`config.mk`:
```
export PLATFORM = sky130hd
export DESIGN_NAME = button_conditioner
export DESIGN_NICKNAME = d
export VERILOG_FILES = /design/src/rtl/button_pkg.sv /design/src/rtl/sync_2ff.sv /design/src/rtl/button_conditioner.sv
export SDC_FILE = /design/constraint.sdc
export NUM_CORES = 1
export LEC_CHECK = 0
export BUFFER_PORTS_ARGS = -buffer_cell sky130_fd_sc_hd__clkbuf_2
export CAP_MARGIN = 20
export CELL_PAD_IN_SITES_DETAIL_PLACEMENT = 1
export CELL_PAD_IN_SITES_GLOBAL_PLACEMENT = 1
export CORE_UTILIZATION = 42
export DETAILED_ROUTE_END_ITERATION = 16
export PLACE_DENSITY = 0.82
export SETUP_SLACK_MARGIN = 0.2
export SLEW_MARGIN = 40
export SYNTH_ARGS = -nofsm -noshare
export SYNTH_HDL_FRONTEND = slang
export SYNTH_SLANG_ARGS = --single-unit
export TNS_END_PERCENT = 10
```
`constraint.sdc`:
```
create_clock -name clk -period 1.9 [get_ports clk]
set_input_delay 0.38 -clock clk [delete_from_list [all_inputs] [get_ports clk]]
set_output_delay 0.38 -clock clk [all_outputs]
set_load 0.02 [all_outputs]
```
`src/rtl/button_pkg.sv`:
```
// ---------------------------------------------------------------------------
// button_pkg
//   Shared definitions for the push-button conditioner.
//   - QUAL_CNT_W : width of the debounce qualification counter
//   - HOLD_CNT_W : width of the hold / auto-repeat counter
//   - btn_state_t: conditioner FSM state encoding (also exported on the
//                  debug state output of button_conditioner)
// ---------------------------------------------------------------------------
package button_pkg;

  localparam int QUAL_CNT_W = 24;
  localparam int HOLD_CNT_W = 32;

  typedef enum logic [1:0] {
    ST_IDLE         = 2'd0,
    ST_PRESS_QUAL   = 2'd1,
    ST_PRESSED      = 2'd2,
    ST_RELEASE_QUAL = 2'd3
  } btn_state_t;

endpackage

```
`src/rtl/sync_2ff.sv`:
```
// ---------------------------------------------------------------------------
// sync_2ff
//   Two-flop synchronizer bringing an asynchronous level into the clk domain.
//   Ports:
//     clk      in  system clock, rising edge
//     reset_n  in  asynchronous active-low reset, clears both flops
//     async_in in  asynchronous input level
//     sync_out out synchronized level (second flop), two-edge latency
// ---------------------------------------------------------------------------
module sync_2ff (
  input  logic clk,
  input  logic reset_n,
  input  logic async_in,
  output logic sync_out
);

  logic meta_q;
  logic sync_q;

  always_ff @(posedge clk or negedge reset_n) begin
    if (!reset_n) begin
      meta_q <= 1'b0;
      sync_q <= 1'b0;
    end else begin
      meta_q <= async_in;
      sync_q <= meta_q;
    end
  end

  assign sync_out = sync_q;

endmodule

```
`src/rtl/button_conditioner.sv`:
```
// ---------------------------------------------------------------------------
// button_conditioner
//   Debounces a raw push-button and produces a clean level plus one-cycle
//   press / release pulses, with optional auto-repeat press pulses while held.
//   Parameters:
//     DEBOUNCE_CYCLES  cycles s_in must stay stable to qualify (2..2^24-1)
//     REPEAT_EN        1 enables auto-repeat press pulses while held
//     HOLD_CYCLES      held time (in PRESSED) before the first repeat pulse
//     REPEAT_CYCLES    spacing between subsequent repeat pulses
//   Ports:
//     clk           in  single system clock, rising edge
//     reset_n       in  asynchronous assert, active-low reset
//     btn_in        in  raw, bouncing, asynchronous, active-high button
//     btn_level     out debounced button level (registered)
//     press_pulse   out one-cycle pulse per qualified press and per repeat
//     release_pulse out one-cycle pulse per qualified release
//     dbg_state     out current FSM state (btn_state_t encoding)
//   Clean-input latency from a btn_in edge to the matching pulse is
//   DEBOUNCE_CYCLES+3 edges: two synchronizer edges, one edge leaving
//   IDLE/PRESSED, then DEBOUNCE_CYCLES qualification edges.
// ---------------------------------------------------------------------------
module button_conditioner
  import button_pkg::*;
#(
  parameter int unsigned DEBOUNCE_CYCLES = 500000,
  parameter int unsigned REPEAT_EN       = 0,
  parameter int unsigned HOLD_CYCLES     = 25000000,
  parameter int unsigned REPEAT_CYCLES   = 5000000
) (
  input  logic       clk,
  input  logic       reset_n,
  input  logic       btn_in,
  output logic       btn_level,
  output logic       press_pulse,
  output logic       release_pulse,
  output logic [1:0] dbg_state
);

  localparam logic [QUAL_CNT_W-1:0] QUAL_LAST  = QUAL_CNT_W'(DEBOUNCE_CYCLES - 1);
  localparam logic [HOLD_CNT_W-1:0] HOLD_FIRST = HOLD_CNT_W'(HOLD_CYCLES);
  localparam logic [HOLD_CNT_W-1:0] HOLD_NEXT  = HOLD_CNT_W'(HOLD_CYCLES + REPEAT_CYCLES);

  logic s_in;

  btn_state_t            state_q,         state_d;
  logic [QUAL_CNT_W-1:0] qual_cnt_q,      qual_cnt_d;
  logic [HOLD_CNT_W-1:0] hold_cnt_q,      hold_cnt_d;
  logic                  btn_level_q,     btn_level_d;
  logic                  press_pulse_q,   press_pulse_d;
  logic                  release_pulse_q, release_pulse_d;

  logic [QUAL_CNT_W-1:0] qual_cnt_inc;
  logic [HOLD_CNT_W-1:0] hold_cnt_inc;

  sync_2ff u_sync (
    .clk      (clk),
    .reset_n  (reset_n),
    .async_in (btn_in),
    .sync_out (s_in)
  );

  always_ff @(posedge clk or negedge reset_n) begin
    if (!reset_n) begin
      state_q         <= ST_IDLE;
      qual_cnt_q      <= '0;
      hold_cnt_q      <= '0;
      btn_level_q     <= 1'b0;
      press_pulse_q   <= 1'b0;
      release_pulse_q <= 1'b0;
    end else begin
      state_q         <= state_d;
      qual_cnt_q      <= qual_cnt_d;
      hold_cnt_q      <= hold_cnt_d;
      btn_level_q     <= btn_level_d;
      press_pulse_q   <= press_pulse_d;
      release_pulse_q <= release_pulse_d;
    end
  end

  always_comb begin
    state_d         = state_q;
    qual_cnt_d      = qual_cnt_q;
    hold_cnt_d      = hold_cnt_q;
    btn_level_d     = btn_level_q;
    press_pulse_d   = 1'b0;
    release_pulse_d = 1'b0;

    // Qualification counter sticks at all-ones instead of wrapping.
    qual_cnt_inc = (qual_cnt_q == '1) ? qual_cnt_q : qual_cnt_q + QUAL_CNT_W'(1);
    hold_cnt_inc = hold_cnt_q + HOLD_CNT_W'(1);

    case (state_q)
      ST_IDLE: begin
        hold_cnt_d = '0;
        if (s_in) begin
          state_d    = ST_PRESS_QUAL;
          qual_cnt_d = '0;
        end
      end

      ST_PRESS_QUAL: begin
        if (!s_in) begin
          state_d = ST_IDLE;
        end else if (qual_cnt_q == QUAL_LAST) begin
          state_d       = ST_PRESSED;
          btn_level_d   = 1'b1;
          press_pulse_d = 1'b1;
        end else begin
          qual_cnt_d = qual_cnt_inc;
        end
      end

      ST_PRESSED: begin
        if (!s_in) begin
          state_d    = ST_RELEASE_QUAL;
          qual_cnt_d = '0;
        end else if (REPEAT_EN != 0) begin
          // Hold counter only advances on cycles spent held in PRESSED, so a
          // RELEASE_QUAL excursion freezes it. After the first repeat it is
          // reloaded to HOLD_FIRST so it cycles through one repeat period.
          // A pulse is suppressed if one was just issued, so pulses are
          // never back to back even with degenerate parameters.
          if (hold_cnt_inc == HOLD_NEXT) begin
            hold_cnt_d    = HOLD_FIRST;
            press_pulse_d = ~press_pulse_q;
          end else begin
            hold_cnt_d = hold_cnt_inc;
            if (hold_cnt_inc == HOLD_FIRST) begin
              press_pulse_d = ~press_pulse_q;
            end
          end
        end
      end

      ST_RELEASE_QUAL: begin
        if (s_in) begin
          state_d = ST_PRESSED;
        end else if (qual_cnt_q == QUAL_LAST) begin
          state_d         = ST_IDLE;
          btn_level_d     = 1'b0;
          release_pulse_d = 1'b1;
          hold_cnt_d      = '0;
        end else begin
          qual_cnt_d = qual_cnt_inc;
        end
      end

      default: begin
        state_d = ST_IDLE;
      end
    endcase
  end

  assign btn_level     = btn_level_q;
  assign press_pulse   = press_pulse_q;
  assign release_pulse = release_pulse_q;
  assign dbg_state     = state_q;

endmodule

```
==> out/results.ini, run 1 <==
[global_routing]
grt_start_max_net_pins=32
grt_antenna_before_repair=0
grt_usage_pct=30.9
overflow=0
grt_pass1_wl_um=10300
grt_pass1_vias=2115

[power_and_ir_drop]
leakage_nw=1.07
p_per_area_mw_per_mm2=571
ir_drop_mv=0.414
p_total_w=0.00142

[clock_network]
htreeDepth=2
cts_tree=yes
clock_path_buffers=2
path_clk_slew_ps=70
cts_sinks=31
root_buffer=clkbuf_8
cts_inserted_buffers=5
clk_latency_ps=290

[critical_path]
cp.arrival_ps=2300
crit_path_start_kind=flop
crit_end=qual_cnt_q[22]
crit_path_frequent_cell=buf_6
worst_r2r_endpoint=qual_cnt_q[22]
r2r_setup_slack_ps=-190
crit_type=flop to flop
max_stage_delay_ps=380
r2r_cells=9
critical_path.max_fanout=5
crit_slowest_cell=dfrtp_1
crit_path_end_kind=flop
critical_path.startpoint=qual_cnt_q[1]
critPathRequiredTime_ps=2110
r2r_start=qual_cnt_q[1]
path_cells=ha_2, and4_4, nand4_1, buf_4, buf_6, buf_6, nor4_1, nor2_1, o21ai_1

[floorplan]
die_y_um=68.2
core_sq_mm=0.00412
row_count=23
initial_core_util_pct=44.7
num_io_pins=8
fp.dieW_um=68.2
dieArea_sq_mm=0.00465

[timing]
tightestPinTransition_ps=732
report.final.slew_viol_count=0
rsz0062_at_grt=yes
final.min_clock_period_ps=2090
setup_viol=13
finalCritPeriodShare_pct=110
hold_viol=0
fin_skew_ps=6.56
relSlewSlack_pct=51.2
setup_slack_ps=-189
max_freq_mhz=479

[placement]
dp_hpwl_um=4060
io_buffers=7
placed_area_sq_mm=0.00216
placed_cells=284
place.gp.congestion=0.831

[final_layout]
diodes=0
drive_gt1_share_pct=36.6
instances_no_fill=304
layout_commonest_cell=buf_4
most-common-layout-cells=buf_4, nand2_1, dfrtp_1
design_area_sq_mm=0.00249
nFillCells=468
utilization_pct=60.5
nNetsFinal=258
ff_latch_area_sq_um=779
multi_input_area_sq_mm=0.00112
area_growth_pct=35.4

[synthesis]
syn_inst=207
seq_area_frac_synth_pct=42.1
synth-seq-cells=31
synth.distinct_cells=44
synth_top_area_cell=dfrtp_1
synth_top_area_share_pct=42.1
synth_area_leaders=dfrtp_1, nand2_1, o311ai_0
avgSynthCellArea_sq_um=8.89
synth_area_sq_mm=0.00184
synth_fp_nets=211
ys_warn_count=0

[outcome]
violations=setup timing
status=finished with violations

[drt]
wire_per_inst_um=23.7
dr.pass1.iters=4
dr.max_layer_used=met4
wirelength_um=7200
vias=1991
wl_met1_um=3010
wl_met3_um=255
vias_per_cell=6.55
wl_met2_um=3670
ant_nets=0
drtIter0Drc=151
drc=0

[min_path]
hold_class=primary input to async pin

[flow_run]
max_cap_violations=0

-- repair_timing --
action | in CTS | in global routing
endpoints found under the setup margin | 28 | 29
buffers inserted | 3 | 9
pin swaps | 9 | 20
gates resized for setup | 18 | 22
cloned | 0 | 1
hold buffers | 0 | 0
-- metrics by stage --
step | hold WS, ps | setup slack, ps | setup TNS [ps]
floorplan | 84.4 | 45.3 | 0
global placement | 333 | 56.6 | 0
detailed placement | 339 | -148 | -1240
CTS | 192 | -0.705 | -0.705
global route | 192 | -251 | -3420
finish | 142 | -189 | -1140
-- cells by family (layout without fill, tap and decap cells) --
family	after synthesis	in the layout	synth area share [%]
simple gates	107	107	30.5
compound gates	45	45	19.2
flops	31	31	42.1
buf+inv	17	64	4.35
mux	5	5	2.72
fa+ha+maj	1	1	0.680
xor+xnor	1	1	0.476
-- synthesized netlist by cell type --
cell type,count
nand2_1,32
dfrtp_1,31
nand3_1,13
nor2_1,12
nor3_1,12
clkbuf_1,9
nand4_1,9
o311ai_0,9
o211ai_1,8
o21ai_0,8
or3_1,6
and3_1,5
mux2i_1,5
a21oi_1,3
a221o_1,3
buf_2,3
nor4_1,3
nor4b_1,3
and4_1,2
and4_2,2
inv_1,2
nand2b_1,2
o22a_1,2
o311ai_1,2
or4_1,2
a21o_1,1
a31oi_1,1
a41oi_1,1
buf_4,1
buf_6,1
clkbuf_2,1
ha_1,1
nand3_2,1
nor2b_1,1
nor3b_1,1
o211a_1,1
o22ai_2,1
o311a_1,1
o311a_2,1
o31a_1,1
o31a_2,1
o41ai_1,1
or3_4,1
xnor2_1,1
-- where the power goes --
part,total (W),leakage [nW],internal [W],switching (W)
registers,0.000704,0.418,0.000680,0.0000236
clock network,0.000547,0.0470,0.000284,0.000263
logic,0.000172,0.609,0.0000702,0.000102
-- routing by layer --
metal	global-route usage [%]	vias to the layer above
li1	-	888
met1	34.5	1017
met2	52.8	62
met3	6.83	24
met4	19.5	0
met5	0	-
-- layout make-up --
type	count	share of cell area [%]
timing repair buffer	55	17.5
clock inverter	1	0.201
clock buffer	6	3.31
tap	50	2.51
multi-input combinational	159	44.9
inverter	2	0.301
sequential	31	31.3
-- how the worst min path moves through the flow --
stage,cells after the start,slack [ps],from,end
3_3_place_gp,0,330,u_sync.meta_q,u_sync.sync_out
2_1_floorplan,0,80,reset_n,async pin
6_report,1,140,reset_n,press_pulse
4_1_cts,1,190,reset_n,release_pulse
3_5_place_dp,0,340,u_sync.meta_q,u_sync.sync_out
5_1_grt,1,190,reset_n,press_pulse
-- flip-flops by register name, indices dropped and copies added, names as in the netlist, named ones only --
| signal | count |
|---|---|
| press_pulse | 1 |
| btn_level | 1 |
| qual_cnt_q | 24 |
| release_pulse | 1 |
| u_sync.meta_q | 1 |
| u_sync.sync_out | 1 |
| dbg_state | 1 |
-- worst max-delay path, delay by kind of cell, from the launching register on --
family                   cells  cell delay (ps)
flip-flops                   1              380
AND/OR/NAND/NOR              4              850
AO/OA/AOI/OAI                1              160
buffers and inverters        3              400
adder cells (fa/ha/maj)      1              200
Note: power is estimated with default switching activity, not from simulation.
==> inputs of run 2 (changes only) <==
PLACE_DENSITY = 0.81   (was 0.82)
==> run 2 against run 1 <==
  * The flow still finishes with violations (setup timing)
  * Design area decreased by 2.0%
  * Cell count is 1.3% lower
  * Critical path type unchanged
  * Highest routed layer unchanged
  * Worst setup slack improved by 72 ps
  * Sequential cell count unchanged
  * Maximum frequency is 3.6% higher
  * First-iteration DRC count fell by 7.9%
  * Global-route usage grew 2.2 points
  * Sequential share of layout area is 0.57 points higher
  * Clock skew grew 7.2 ps
  * Wire length fell by 3.0%
  * Die area unchanged
  * Sequential power is essentially flat
==> out/results.ini, run 2 (same netlist as run 1, synthesis figures left out) <==
[outcome]
status=finished with violations
violations=setup timing

[critical_path]
r2r_start=qual_cnt_q[19]
worst_r2r_endpoint=qual_cnt_q[13]
crit_slowest_cell=dfrtp_1
crit_path_start_kind=flop
path_cells=nor4b_2, nand4_1, o22ai_2, buf_4, nor3_2, a221o_1
crit_path_end_kind=flop
crit_family=simple AND/OR/NAND/NOR gates
critPathRequiredTime_ps=2080  ; -30 ps
r2r_cells=6  ; -3
r2r_setup_slack_ps=-120  ; +70 ps
critical_path.max_fanout=8  ; +3
cp.buffers_inverters=1  ; -2
crit_type=flop to flop
max_stage_delay_ps=440  ; +60 ps
cp.arrival_ps=2200  ; -100 ps

[clock_network]
clk_latency_ps=300  ; about the same
clock_path_buffers=2  ; unchanged
path_clk_slew_ps=80  ; about the same
htreeDepth=2  ; unchanged
cts_inserted_buffers=5  ; unchanged
cts_tree=yes
ctsHoldBuffers=0  ; unchanged
root_buffer=clkbuf_8
cts_sinks=31  ; unchanged

[global_routing]
grt_usage_pct=33.2  ; +2.2 points
grt_pass1_vias=2175  ; +2.8%
grt_util_met1_pct=36.7  ; +2.2 points
grt_start_max_net_pins=32  ; unchanged
overflow=0  ; unchanged
met2_usage_pct=57.8  ; +5.0 points
grt_antenna_before_repair=0  ; unchanged
grt-busiest-layer=met2
grt_pass1_wl_um=11000  ; +7.0%
met3_usage_pct=9.00  ; +2.2 points

[drt]
drtIter0Drc=139  ; -7.9%
dr.pass1.iters=4  ; unchanged
wire_per_inst_um=23.3  ; -1.7%
drc=0  ; unchanged
ant_nets=0  ; unchanged
wirelength_um=6990  ; -3.0%
vias_per_cell=6.64  ; +1.4%
vias=1992  ; +0.050%

[timing]
max_freq_mhz=496  ; +3.6%
report.final.slew_viol_count=0  ; unchanged
tightestPinTransition_ps=707  ; -24.5 ps
relSlewSlack_pct=52.9  ; +1.6 points
final.min_clock_period_ps=2020  ; -72.3 ps
finalCritPeriodShare_pct=106  ; -3.8 points
fin_skew_ps=13.7  ; +7.16 ps
finalHoldWorstSlack_ps=128  ; -14.8 ps
setup_slack_ps=-117  ; +72.3 ps
rsz0062_at_grt=yes
setup_viol=14  ; +1
hold_viol=0  ; unchanged

[final_layout]
most-common-layout-cells=buf_4, nand2_1, dfrtp_1
nFillCells=479  ; +2.4%
drive_gt1_share_pct=34.8  ; -1.8 points
multi_input_area_sq_mm=0.00111  ; -1.0%
ff_latch_area_sq_um=778  ; -0.16%
layout_commonest_cell=buf_4
diodes=0  ; unchanged
largest-register=qual_cnt_q
design_area_sq_mm=0.00244  ; -2.0%
instances_no_fill=300  ; -1.3%
nNetsFinal=253  ; -1.9%
area_growth_pct=32.7
utilization_pct=59.3  ; -1.2 points
largest_register_ff_count=24  ; unchanged

[floorplan]
fp.dieW_um=68.2  ; unchanged
core_sq_mm=0.00412  ; unchanged
row_count=23  ; unchanged
die_y_um=68.2  ; unchanged
num_io_pins=8  ; unchanged
initial_core_util_pct=44.7  ; unchanged
dieArea_sq_mm=0.00465  ; unchanged

[power_and_ir_drop]
p_int_w=0.00117  ; +13%
p_per_area_mw_per_mm2=640  ; +12%
ir_drop_mv=0.548  ; +32%
clockPowerShare_pct=44.6  ; +6.1 points
switchingPower_w=0.000396  ; +2.1%
leakage_nw=1.07  ; -0.45%
swShare_pct=25.4  ; -1.9 points
combPwrFrac_pct=10.4  ; -1.7 points
p_total_w=0.00156  ; +9.9%
p_seq_share_pct=45.0  ; -4.5 points

[placement]
dp_hpwl_um=4090  ; +0.84%
io_buffers=7  ; unchanged
placed_cells=287  ; +1.1%
placed_area_sq_mm=0.00218  ; +1.0%
place.gp.congestion=0.824  ; -0.88%

[min_path]
hold_class=primary input to async pin

[flow_run]
max_cap_violations=0  ; unchanged

-- run 2: area by class of cell --
class                           count  share of cell area, %
Clock inverter                      2                   1.43
Clock buffer                        6                   3.38
Multi-Input combinational cell    159                   45.3
Inverter                            2                  0.307
Timing Repair Buffer               50                   15.2
Tap cell                           50                   2.56
Sequential cell                    31                   31.9
-- run 2: per-layer routing --
metal  routed length (um)  part of all wire (%)  vias to the layer above
met3                  286                   4.1                       25
met2                 3560                    51                       62
met5                    0                     0                        -
met1                 2890                    41                     1027
li1                     -                     -                      878
met4                  253                   3.6                        0
-- run 2: timing repair --
item	4_1_cts	5_1_grt
buffers inserted	5	0
resized for setup	12	17
pin swaps	5	5
endpoints found under the setup margin	29	29
-- run 2: worst max path at each step --
stage | from | end | slack [ps] | cells after the start
2_1_floorplan | qual_cnt_q[0] | qual_cnt_q[13] | 50 | 7
3_5_place_dp | qual_cnt_q[9] | qual_cnt_q[10] | -80 | 6
6_report | qual_cnt_q[19] | qual_cnt_q[13] | -120 | 6
5_1_grt | qual_cnt_q[1] | qual_cnt_q[21] | -130 | 7
3_3_place_gp | qual_cnt_q[4] | qual_cnt_q[15] | 40 | 5
4_1_cts | qual_cnt_q[1] | qual_cnt_q[21] | 2 | 7
-- run 2: power groups by stage --
stage | Combinational (W) | Clock [W] | Sequential, W
after global placement | 0.000141 | 0 | 0.000710
final | 0.000162 | 0.000698 | 0.000703
after CTS | 0.000159 | 0.000696 | 0.000701
after floorplan | 0.0000630 | 0 | 0.000720
after detailed placement | 0.000155 | 0 | 0.000712
after global routing | 0.000178 | 0.000725 | 0.000704
-- run 2: metrics by stage --
step	TNS, ps	worst slack (ps)
finish	-546	-117
global route	-1240	-127
CTS	0	1.58
detailed placement	-508	-81.2
global placement	0	42.8
floorplan	0	45.3
==> inputs of run 3 (changes only) <==
PLACE_DENSITY = 0.78   (was 0.81)
==> run 3 against run 2 <==
  * The run still ends with setup timing left
  * Maximum frequency is 5.5% higher
  * Non-clock buffer count is 2 lower
  * Sequential share of layout area is 1.2 points higher
  * First-iteration DRC count is 42% lower
  * Clock power is 26% lower
  * Critical path depth is 1 higher
  * Combinational power hardly changed
  * Worst hold slack better by 22 ps
  * Sequential cell count stayed put
  * Design area is 3.1% lower
  * Wire length is 14% lower
==> out/results.ini, run 3 (same netlist as run 1, synthesis figures left out) <==
[power_and_ir_drop]
combPwrFrac_pct=11.8  ; +1.4 points
leakage_nw=1.01  ; -5.4%
swShare_pct=27.8  ; +2.4 points
ir_drop_mv=0.344  ; -37%
p_seq_share_pct=50.6  ; +5.6 points
p_int_w=0.000999  ; -14%
switchingPower_w=0.000384  ; -3.2%
clockPowerShare_pct=37.6  ; -7.0 points
p_per_area_mw_per_mm2=585  ; -8.7%

[placement]
dp_slack_ps=-123  ; -41.5 ps
place.gp.congestion=0.871  ; +5.7%
placed_cells=284  ; -1.0%
dp_hpwl_um=4080  ; -0.20%
io_buffers=7  ; unchanged

[global_routing]
met3_usage_pct=6.00  ; -3.0 points
grt_usage_pct=29.4  ; -3.8 points
grt_start_max_net_pins=32  ; unchanged
grt_util_met1_pct=35.4  ; -1.4 points
grt_pass1_wl_um=9720  ; -11%
overflow=0  ; unchanged
grt-busiest-layer=met2
met2_usage_pct=50.4  ; -7.5 points
grt_pass1_vias=1957  ; -10%
grt_antenna_before_repair=0  ; unchanged

[critical_path]
cp.arrival_ps=2080  ; -120 ps
crit_path_start_kind=flop
crit_path_end_kind=flop
critPathRequiredTime_ps=2070  ; about the same
crit_type=flop to flop
critical_path.max_fanout=14  ; +6

[timing]
final.min_clock_period_ps=1910  ; -105 ps
setup_slack_ps=-12.2  ; +105 ps
report.final.slew_viol_count=0  ; unchanged
tightestPinTransition_ps=729  ; +22.1 ps
fin_skew_ps=9.85  ; -3.87 ps
hold_viol=0  ; unchanged
rsz0062_at_grt=yes
setup_tns_ps=-12.2  ; +534 ps
max_freq_mhz=523  ; +5.5%
finalCritPeriodShare_pct=101  ; -5.5 points
relSlewSlack_pct=51.4  ; -1.5 points
setup_viol=1  ; -13

[final_layout]
most-common-layout-cells=buf_4, nand2_1, dfrtp_1
drive_gt1_share_pct=33.1  ; -1.7 points
nNetsFinal=251  ; -0.79%
largest-register=qual_cnt_q
layout_commonest_cell=buf_4
area_growth_pct=28.6
instances_no_fill=298  ; -0.67%
diodes=0  ; unchanged
largest_register_ff_count=24  ; unchanged
nFillCells=490  ; +2.3%

[floorplan]
dieArea_sq_mm=0.00465  ; unchanged
die_y_um=68.2  ; unchanged
core_sq_mm=0.00412  ; unchanged
initial_core_util_pct=44.7  ; unchanged
fp.dieW_um=68.2  ; unchanged
row_count=23  ; unchanged
num_io_pins=8  ; unchanged

[drt]
vias=1896  ; -4.8%
ant_nets=0  ; unchanged
wire_per_inst_um=20.1  ; -14%
dr.pass1.iters=4  ; unchanged
drtIter0Drc=81  ; -42%
vias_per_cell=6.36  ; -4.2%
wirelength_um=5980  ; -14%
drc=0  ; unchanged

[min_path]
hold_class=primary input to async pin

[clock_network]
clock_path_buffers=2  ; unchanged
ctsHoldBuffers=0  ; unchanged
cts_inserted_buffers=5  ; unchanged
clk_latency_ps=290  ; about the same
cts_sinks=31  ; unchanged
root_buffer=clkbuf_8
htreeDepth=2  ; unchanged
path_clk_slew_ps=70  ; about the same
cts_tree=yes

[outcome]
violations=setup timing
status=finished with violations

[flow_run]
max_cap_violations=0  ; unchanged

[run 3: cell types whose count changed in the layout (fill, tap and decap cells not counted), moves of 2 or more]
cell,before,now
o21ai_1,6,2
o311ai_1,2,4
o21ai_0,2,6
dfrtp_2,2,5
nor4_1,0,2
buf_4,42,39
nor4_2,3,0
dfrtp_1,29,26
[run 3: routing by layer]
metal  share of wire (%)  up-vias
li1                    -      874
met1                  43      954
met2                  51       54
met3                 3.6       14
met4                 2.5        0
met5                   0        -
[run 3: critical path, cell delays in order (launching register included)]
cell and delay [ps]:
dfrtp_1 390, ha_2 200, and4_4 170, nand4_1 120
o22ai_2 130, buf_12 180, o311a_2 370, a221o_1 250
[run 3: power by group through the flow]
stage                     registers (W)  clock network, W  logic (W)
after floorplan                0.000720                 0  0.0000630
after global placement         0.000709                 0   0.000141
after detailed placement       0.000712                 0   0.000157
after CTS                      0.000699          0.000537   0.000159
after global routing           0.000701          0.000559   0.000182
final                          0.000699          0.000520   0.000163
[run 3: final cells by class]
cell class,count,area [sq um],share of cell area [%]
Multi-Input combinational cell,159,1070,45.2
Sequential cell,31,782,33.1
Timing Repair Buffer,48,359,15.2
Clock buffer,6,72.6,3.07
Tap cell,50,62.6,2.64
Clock inverter,2,12.5,0.529
Inverter,2,7.51,0.317
[run 3: path summary, 6_finish.rpt]
path	from	slack [ps]	to	cells past startpoint
setup / recovery	qual_cnt_q[1]	-10	qual_cnt_q[7]	7
hold / removal	reset_n	150	qual_cnt_q[23]	1
setup reg to reg	qual_cnt_q[1]	-10	qual_cnt_q[7]	7
hold reg to reg	u_sync.meta_q	350	u_sync.sync_out	0
max in group asynchronous	reset_n	1240	qual_cnt_q[6]	1
min in group clk	btn_in	200	u_sync.meta_q	1
[run 3: per-stage QoR]
stage	power [W]	hold slack (ps)	utilization, %	instance area (sq um)
5_1_grt	0.00144	193	57.5	2370
2_1_floorplan	0.000783	84.4	-	1860
6_report	0.00138	150	57.5	2370
4_1_cts	0.00140	186	56.7	2330
3_3_place_gp	0.000850	334	52.5	2160
3_5_place_dp	0.000869	339	52.5	2160
[run 3: timing repair]
action,in CTS,in global routing
resized for setup,13,11
setup buffers,6,0
setup endpoints to repair,27,29
pin swaps,4,4
